==> config.mk <==
export PLATFORM = sky130hd
export DESIGN_NAME = crono_countdown
export DESIGN_NICKNAME = d
export VERILOG_FILES = /design/src/rtl/crono_countdown.sv
export SDC_FILE = /design/constraint.sdc
export NUM_CORES = 1
export LEC_CHECK = 0
export BUFFER_PORTS_ARGS = -buffer_cell sky130_fd_sc_hd__buf_4
export CAP_MARGIN = 15
export CORE_MARGIN = 2
export CORE_UTILIZATION = 40
export CTS_CLUSTER_SIZE = 14
export DETAILED_ROUTE_END_ITERATION = 16
export GPL_TIMING_DRIVEN = 0
export SLEW_MARGIN = 40
export SYNTH_ARGS = -nofsm -noshare
export SYNTH_HDL_FRONTEND = slang
export SYNTH_SLANG_ARGS = --single-unit
==> constraint.sdc <==
create_clock -name clk -period 5.2 [get_ports clk]
set_clock_uncertainty 0.2 [all_clocks]
set_input_delay 0.52 -clock clk [delete_from_list [all_inputs] [get_ports clk]]
set_output_delay 0.52 -clock clk [all_outputs]
set_load 0.02 [all_outputs]
==> src/rtl/crono_countdown.sv <==
// Chronometer countdown engine: loads a clamped hh:mm:ss value and decrements it
// on each 1 Hz tick. At 00:00:00 it raises an alarm, held until ack or timeout.
module crono_countdown #(
  parameter int HR_MAX        = 23,
  parameter int ALARM_TIMEOUT = 30
) (
  input  logic       clk,
  input  logic       rst,
  input  logic       tick,
  input  logic       load_en,
  input  logic       start,
  input  logic       stop,
  input  logic       clear,
  input  logic       ack,
  input  logic [4:0] set_hr,
  input  logic [5:0] set_min,
  input  logic [5:0] set_seg,
  output logic [4:0] cnt_hr,
  output logic [5:0] cnt_min,
  output logic [5:0] cnt_seg,
  output logic       running,
  output logic       alarm,
  output logic       done_pulse
);

  typedef enum logic [1:0] {IDLE, RUN, PAUSE, ALARM} state_t;

  localparam int TW = (ALARM_TIMEOUT > 1) ? $clog2(ALARM_TIMEOUT + 1) : 1;
  localparam logic [TW-1:0] TO_LAST = TW'((ALARM_TIMEOUT > 0) ? ALARM_TIMEOUT - 1 : 0);

  state_t        state_q;
  logic [4:0]    hr_q;
  logic [5:0]    min_q, seg_q;
  logic          running_q, alarm_q, done_q;
  logic [TW-1:0] to_q;

  logic [4:0]    ld_hr_d, dec_hr_d;
  logic [5:0]    ld_min_d, ld_seg_d, dec_min_d, dec_seg_d;
  logic          cnt_zero, dec_zero;

  // Clamp the setter values so a transient 60 (or an over-range hour) never lands in the count.
  always_comb begin
    ld_hr_d  = (set_hr > 5'(HR_MAX)) ? 5'(HR_MAX) : set_hr;
    ld_min_d = (set_min > 6'd59) ? 6'd59 : set_min;
    ld_seg_d = (set_seg > 6'd59) ? 6'd59 : set_seg;
  end

  // Borrow chain; a zero count stays zero rather than wrapping.
  always_comb begin
    dec_hr_d  = hr_q;
    dec_min_d = min_q;
    dec_seg_d = seg_q;
    if (seg_q != 6'd0) begin
      dec_seg_d = seg_q - 6'd1;
    end else if (min_q != 6'd0) begin
      dec_min_d = min_q - 6'd1;
      dec_seg_d = 6'd59;
    end else if (hr_q != 5'd0) begin
      dec_hr_d  = hr_q - 5'd1;
      dec_min_d = 6'd59;
      dec_seg_d = 6'd59;
    end
  end

  assign cnt_zero = (hr_q == 5'd0) && (min_q == 6'd0) && (seg_q == 6'd0);
  assign dec_zero = (dec_hr_d == 5'd0) && (dec_min_d == 6'd0) && (dec_seg_d == 6'd0);

  always_ff @(posedge clk) begin
    if (rst) begin
      state_q   <= IDLE;
      hr_q      <= '0;
      min_q     <= '0;
      seg_q     <= '0;
      running_q <= 1'b0;
      alarm_q   <= 1'b0;
      done_q    <= 1'b0;
      to_q      <= '0;
    end else begin
      done_q <= 1'b0;
      if (clear) begin
        state_q   <= IDLE;
        hr_q      <= '0;
        min_q     <= '0;
        seg_q     <= '0;
        running_q <= 1'b0;
        alarm_q   <= 1'b0;
        to_q      <= '0;
      end else begin
        case (state_q)
          IDLE: begin
            if (load_en) begin
              hr_q  <= ld_hr_d;
              min_q <= ld_min_d;
              seg_q <= ld_seg_d;
            end else if (start && !cnt_zero) begin
              state_q   <= RUN;
              running_q <= 1'b1;
            end
          end
          RUN: begin
            if (stop) begin
              state_q   <= PAUSE;
              running_q <= 1'b0;
            end else if (tick) begin
              hr_q  <= dec_hr_d;
              min_q <= dec_min_d;
              seg_q <= dec_seg_d;
              if (dec_zero) begin
                state_q   <= ALARM;
                running_q <= 1'b0;
                alarm_q   <= 1'b1;
                done_q    <= 1'b1;
                to_q      <= '0;
              end
            end
          end
          PAUSE: begin
            if (start && !stop) begin
              state_q   <= RUN;
              running_q <= 1'b1;
            end
          end
          ALARM: begin
            if (ack) begin
              state_q <= IDLE;
              alarm_q <= 1'b0;
              to_q    <= '0;
            end else if (ALARM_TIMEOUT != 0 && tick) begin
              if (to_q == TO_LAST) begin
                state_q <= IDLE;
                alarm_q <= 1'b0;
                to_q    <= '0;
              end else begin
                to_q <= to_q + 1'b1;
              end
            end
          end
          default: begin
            state_q   <= IDLE;
            running_q <= 1'b0;
            alarm_q   <= 1'b0;
          end
        endcase
      end
    end
  end

  assign cnt_hr     = hr_q;
  assign cnt_min    = min_q;
  assign cnt_seg    = seg_q;
  assign running    = running_q;
  assign alarm      = alarm_q;
  assign done_pulse = done_q;

endmodule

# Word level (Yosys, flattened, before mapping)
# Cells that the tools add are included.
[totals] reg_bits=27 input_bits=25 output_inout_bits=20 wordCells=116
[op_classes] add_sub_neg=4 n_lt_le_gt_ge=3 n_eq_ne=15 muxes=56 bitwise_logic=2 reduce_logical=28
[ops] cell="$mux W6" n=14
[ops] cell="$mux W5" n=13
[ops] cell="$logic_not A6 Y1" n=4
[ops] cell="$pmux W6 S2" n=2
[ops] cell="$pmux W5 S2" n=2
[ops] cell="$mux W2" n=9
[ops] cell="$ne A2 B2 Y1 const B" n=7
[ops] cell="$mux W1" n=13
[ops] cell="$gt A6 B6 Y1 const B" n=2
[ops] cell="$ne A3 B3 Y1 const B" n=4
[ops] cell="$reduce_and A6 Y1" n=2
[ops] cell="$reduce_bool A6 Y1" n=2
[ops] cell="$sub A6 B1 Y6 const B" n=2
[ops] cell="$logic_not A5 Y1" n=2
[ops] cell="$pmux W2 S4" n=1
[ops] cell="$reduce_and A7 Y1" n=1
[ops] cell="$logic_and A1 B1 Y1" n=6
[ops] cell="$add A5 B1 Y5 const B" n=1
[ops] cell="$eq A5 B5 Y1 const B" n=1
[ops] cell="$gt A5 B5 Y1 const B" n=1
[ops] cell="$reduce_and A5 Y1" n=1
[ops] cell="$reduce_bool A5 Y1" n=1
[ops] cell="$reduce_or A5 Y1" n=1
[ops] cell="$sub A5 B1 Y5 const B" n=1
[ops] cell="11 further kinds" n=15

# Longest topological paths before layout
[depth] word_depth=11 mapped_depth=14 ltp_nobuf=9

# Worst setup path before layout
# No wires, ideal clock.
[synth_path] kind="flip-flop to flip-flop" from="reg seg_q[0], in the netlist cnt_seg[0]" to="reg to_q[3]" setup_time_ns=0.117 t_arrival_ns=2.921 t_required_ns=4.883 setup_slack_ns=1.962 stages_incl_launch_ff=14 path_buffers=4 period_less_slack_ns=3.238 cell_sequence="dfxtp_1 > clkbuf_1 > inv_1 > ha_1 > buf_2 > or4b_1 > buf_2 > or2_0 > buf_2 > o41ai_4 > nand4_2 > nor4_4 > o21ai_0 > a32o_2"
[synth_between] elab_chain_cells=7 elab_cells_between_ends=14 classes_between="1 x add/sub; 1 x eq/ne; 5 x mux; 7 x reduce/logical"
[synth_lines] item="start: declaration" line="33" rtl="logic [5:0] min_q, seg_q;"
[synth_lines] item="start signal: assignment" line="94" rtl="seg_q <= ld_seg_d;"
[synth_lines] item="start signal: assignment" line="107" rtl="seg_q <= dec_seg_d;"
[synth_lines] item="branches (longest 4 deep; another with $sub A6 B1 Y6)"
[synth_lines] item="$logic_and A1 B1 Y1 *" line="66" rtl="assign dec_zero = (dec_hr_d == 5'd0) && (dec_min_d == 6'd0) && (dec_seg_d == 6'd0);"
[synth_lines] item="$ne A2 B2 Y1 (no line) *"
[synth_lines] item="$reduce_and A5 Y1 (no line) *"
[synth_lines] item="end signal: assignment" line="134" rtl="to_q <= to_q + 1'b1;"
[synth_lines] item="end: declaration" line="35" rtl="logic [TW-1:0] to_q;"
# Mark *: on every way between the ends.
# A chain may end at the register's enable or synchronous reset.

# Worst setup path after layout
[layout_path] from="reg seg_q[0], in the netlist cnt_seg[0]" to="reg running_q, in the netlist running"
[layout_between] elab_chain_cells=7 elab_cells_between_ends=19 classes_between="1 x add/sub; 2 x eq/ne; 5 x mux; 11 x reduce/logical"
[layout_lines] item="branches (longest 6 deep; another with $sub A6 B1 Y6)"
[layout_lines] item="$reduce_and A6 Y1 (no line) *"
[layout_lines] item="end signal: assignment" line="74" rtl="running_q <= 1'b0;"
[layout_lines] item="end signal: assignment" line="85" rtl="running_q <= 1'b0;"
[layout_lines] item="end signal: assignment" line="97" rtl="running_q <= 1'b1;"
[layout_lines] item="end: declaration" line="34" rtl="logic running_q, alarm_q, done_q;"
# Marked as above.

==> results.toml <==
[clocking]
postCtsHoldBufs = 0
htree_num_levels = 1
post_cts_buffers = 0
cts_sinks = 27
root_buffer = "clkbuf_8"
cts-resized-gates = 0
path_clk_slew_ns = 0.10
clockBufferDepth = 2
cts_buffers = 3
tritoncts = "yes"
insertion_delay_ns = 0.28

[worst_setup_path]
reg2reg_to = "running"
end_kind = "flip-flop"
rr_worst_depth = 13
crit_arrival_ns = 3.64
required_ns = 5.18
rr_startpoint = "cnt_seg[0]"
start_kind = "flip-flop"
worstSetupPathType = "reg -> reg"
worstPathMaxFanout = 10
rrSetupSlack_ns = 1.54

[drt]
ant_nets = 0
drt_wl_total_um = 6430
wl_per_cell_um = 15.8
via_per_inst = 5.70
vias = 2324
drc = 0
firstDrtPassIters = 4
drt_iter0_drc = 198

[sta]
rsz0062_at_grt = "false"
slew_viol_final = 0
max_freq_mhz = 273
tightest_slew_ns = 0.652
finalCritPeriodShare = 0.704
fin_tns_setup_ns = 0
period_minus_slack_ns = 3.66
setup_viol = 0
final-hold-violation-count = 0
slew-limit-headroom = 0.563
hold_ws_ns = 0.329

[global_routing]
grt-ovfl-total = 0
grt_start_max_net_pins = 16
grt_pass1_wl_um = 10600
antenna_found_initial = 0
grt_usage = 0.220
first_global_vias = 2162

[placement]
place.gp.congestion = 0.914
post-place-cells = 404
hpwl_um = 4860
port-buffer-count = 44

[floorplanning]
rows = 26
die_w_um = 76.5
start_util = 0.412
io-pin-count = 45
die_h_um = 76.5
die-area_sq_um = 5860
core-area_sq_um = 5110

[worst_hold_path]
min_path_cells = 3
hold_end = "cnt_seg[2]"
min_path_type = "in -> reg"
hp-start = "set_seg[2]"

[final_layout]
multiInputGateArea_sq_um = 1440
syn_to_final_growth_pct = 22.7
fin_nets = 369
post-route-util = 0.505
layout_common_cells = "45 x buf_4, 37 x nor2_1, 27 x nand2_1, 27 x dfxtp_1, 24 x a21oi_1"
final-seq-area_sq_um = 541
mostFrequentLayoutCell = "buf_4"
drive_above_1_share = 0.201
fill_cells = 546
diodes = 0
instances_no_fill = 408

[flow_run]
drv_cap = 0

[synthesis]
synth.area.top_cells = "dfxtp_1 26%, nor2_1 6.6%, a21oi_1 5.7%"
syn-cell-area_sq_um = 2100
synthFlopType = "dfxtp_1"
yosys.area.top_type = "dfxtp_1"
synth.distinct_cells = 52
synth.top_cell.area_share = 0.257
yosysWarningCount = 0
synth-edff-count = 0
synth_sequential_area_ratio = 0.257
synthArstFlopShare = 0
synth.net_count = 320
syn_area_per_cell_sq_um = 7.26
postSynthCellCount = 290
ys_seq_elements = 27

[power]
finalPower_uw = 561
peakVddDrop_mv = 0.0940
p_leak_nw = 1.03
power.density_nw_per_um2 = 217

[outcome]
status = "finished clean"
==> worst max-delay path: stages, from the launching register on <==
cell,delay [ns]
dfxtp_1,0.32
clkbuf_1,0.22
inv_1,0.11
ha_1,0.15
buf_2,0.20
or4b_1,0.45
buf_2,0.19
or2_0,0.20
buf_2,0.17
o41ai_4,0.30
nand4_2,0.20
nor4_1,0.47
a21oi_1,0.13
o221a_1,0.25
==> state kept, by name (all words and copies together), names as in the netlist <==
register and flops:
state_q 2, cnt_seg 6, running 1, cnt_hr 5, to_q 5, cnt_min 6
alarm 1, done_pulse 1
==> report_power, final <==
| part | switching, mW | internal, mW |
|---|---|---|
| clock network | 0.0721 | 0.0539 |
| logic | 0.129 | 0.0845 |
| registers | 0.00844 | 0.214 |
| total | 0.209 | 0.352 |
==> cells by family (layout without fill, tap and decap cells) <==
logic type	Yosys count	count (layout)	share of synthesized area
flip-flops	27	27	0.257
XOR/XNOR	1	1	0.00416
buffers and inverters	32	80	0.0642
adder cells (fa/ha/maj)	5	5	0.0297
AO/OA/AOI/OAI	83	83	0.269
multiplexers	7	7	0.0333
AND/OR/NAND/NOR	135	135	0.342
==> worst max path at each step <==
stage	end	slack, ns	start	cells after the start
6_report	running	1.54	cnt_seg[0]	13
5_1_grt	alarm	1.21	cnt_seg[0]	12
4_1_cts	running	1.57	cnt_seg[0]	12
3_5_place_dp	running	1.59	cnt_seg[0]	12
3_3_place_gp	running	1.63	cnt_seg[0]	12
2_1_floorplan	to_q[3]	1.96	cnt_seg[0]	13
==> cell type report <==
cell class / instances / share of cell area
tap: 70 / 0.0339
timing repair buffer: 44 / 0.128
clock buffer: 3 / 0.0160
multi-input combinational: 231 / 0.558
buffer: 22 / 0.0378
inverter: 10 / 0.0145
sequential: 27 / 0.209
clock inverter: 1 / 0.00194
==> synthesized netlist by cell type, types with 4 or more instances <==
| cell | count |
|---|---|
| nand2_1 | 27 |
| o211ai_1 | 7 |
| mux2i_1 | 7 |
| nor3_1 | 10 |
| a211oi_1 | 7 |
| nor4_1 | 4 |
| nor2_1 | 37 |
| inv_1 | 10 |
| o221ai_1 | 4 |
| a311oi_1 | 5 |
| a21oi_1 | 24 |
| dfxtp_1 | 27 |
| nand4_1 | 7 |
| clkbuf_1 | 16 |
| ha_1 | 5 |
| nor2b_1 | 5 |
| or3_1 | 5 |
| o31ai_1 | 4 |
| nand3_1 | 9 |
| o21ai_0 | 17 |
| nand2b_1 | 4 |
==> layer usage <==
metal,share of wire,track usage
met4,0.0098,0.0636
met3,0.043,0.0225
met5,0,0
met1,0.47,0.301
met2,0.47,0.365
==> per-stage QoR <==
stage          setup WS, ns  area, sq um
2_1_floorplan          1.96         2100
3_3_place_gp           1.63         2520
3_5_place_dp           1.59         2530
4_1_cts                1.57         2570
5_1_grt                1.21         2580
6_report               1.54         2580
Power figures use the tool's default switching activity.
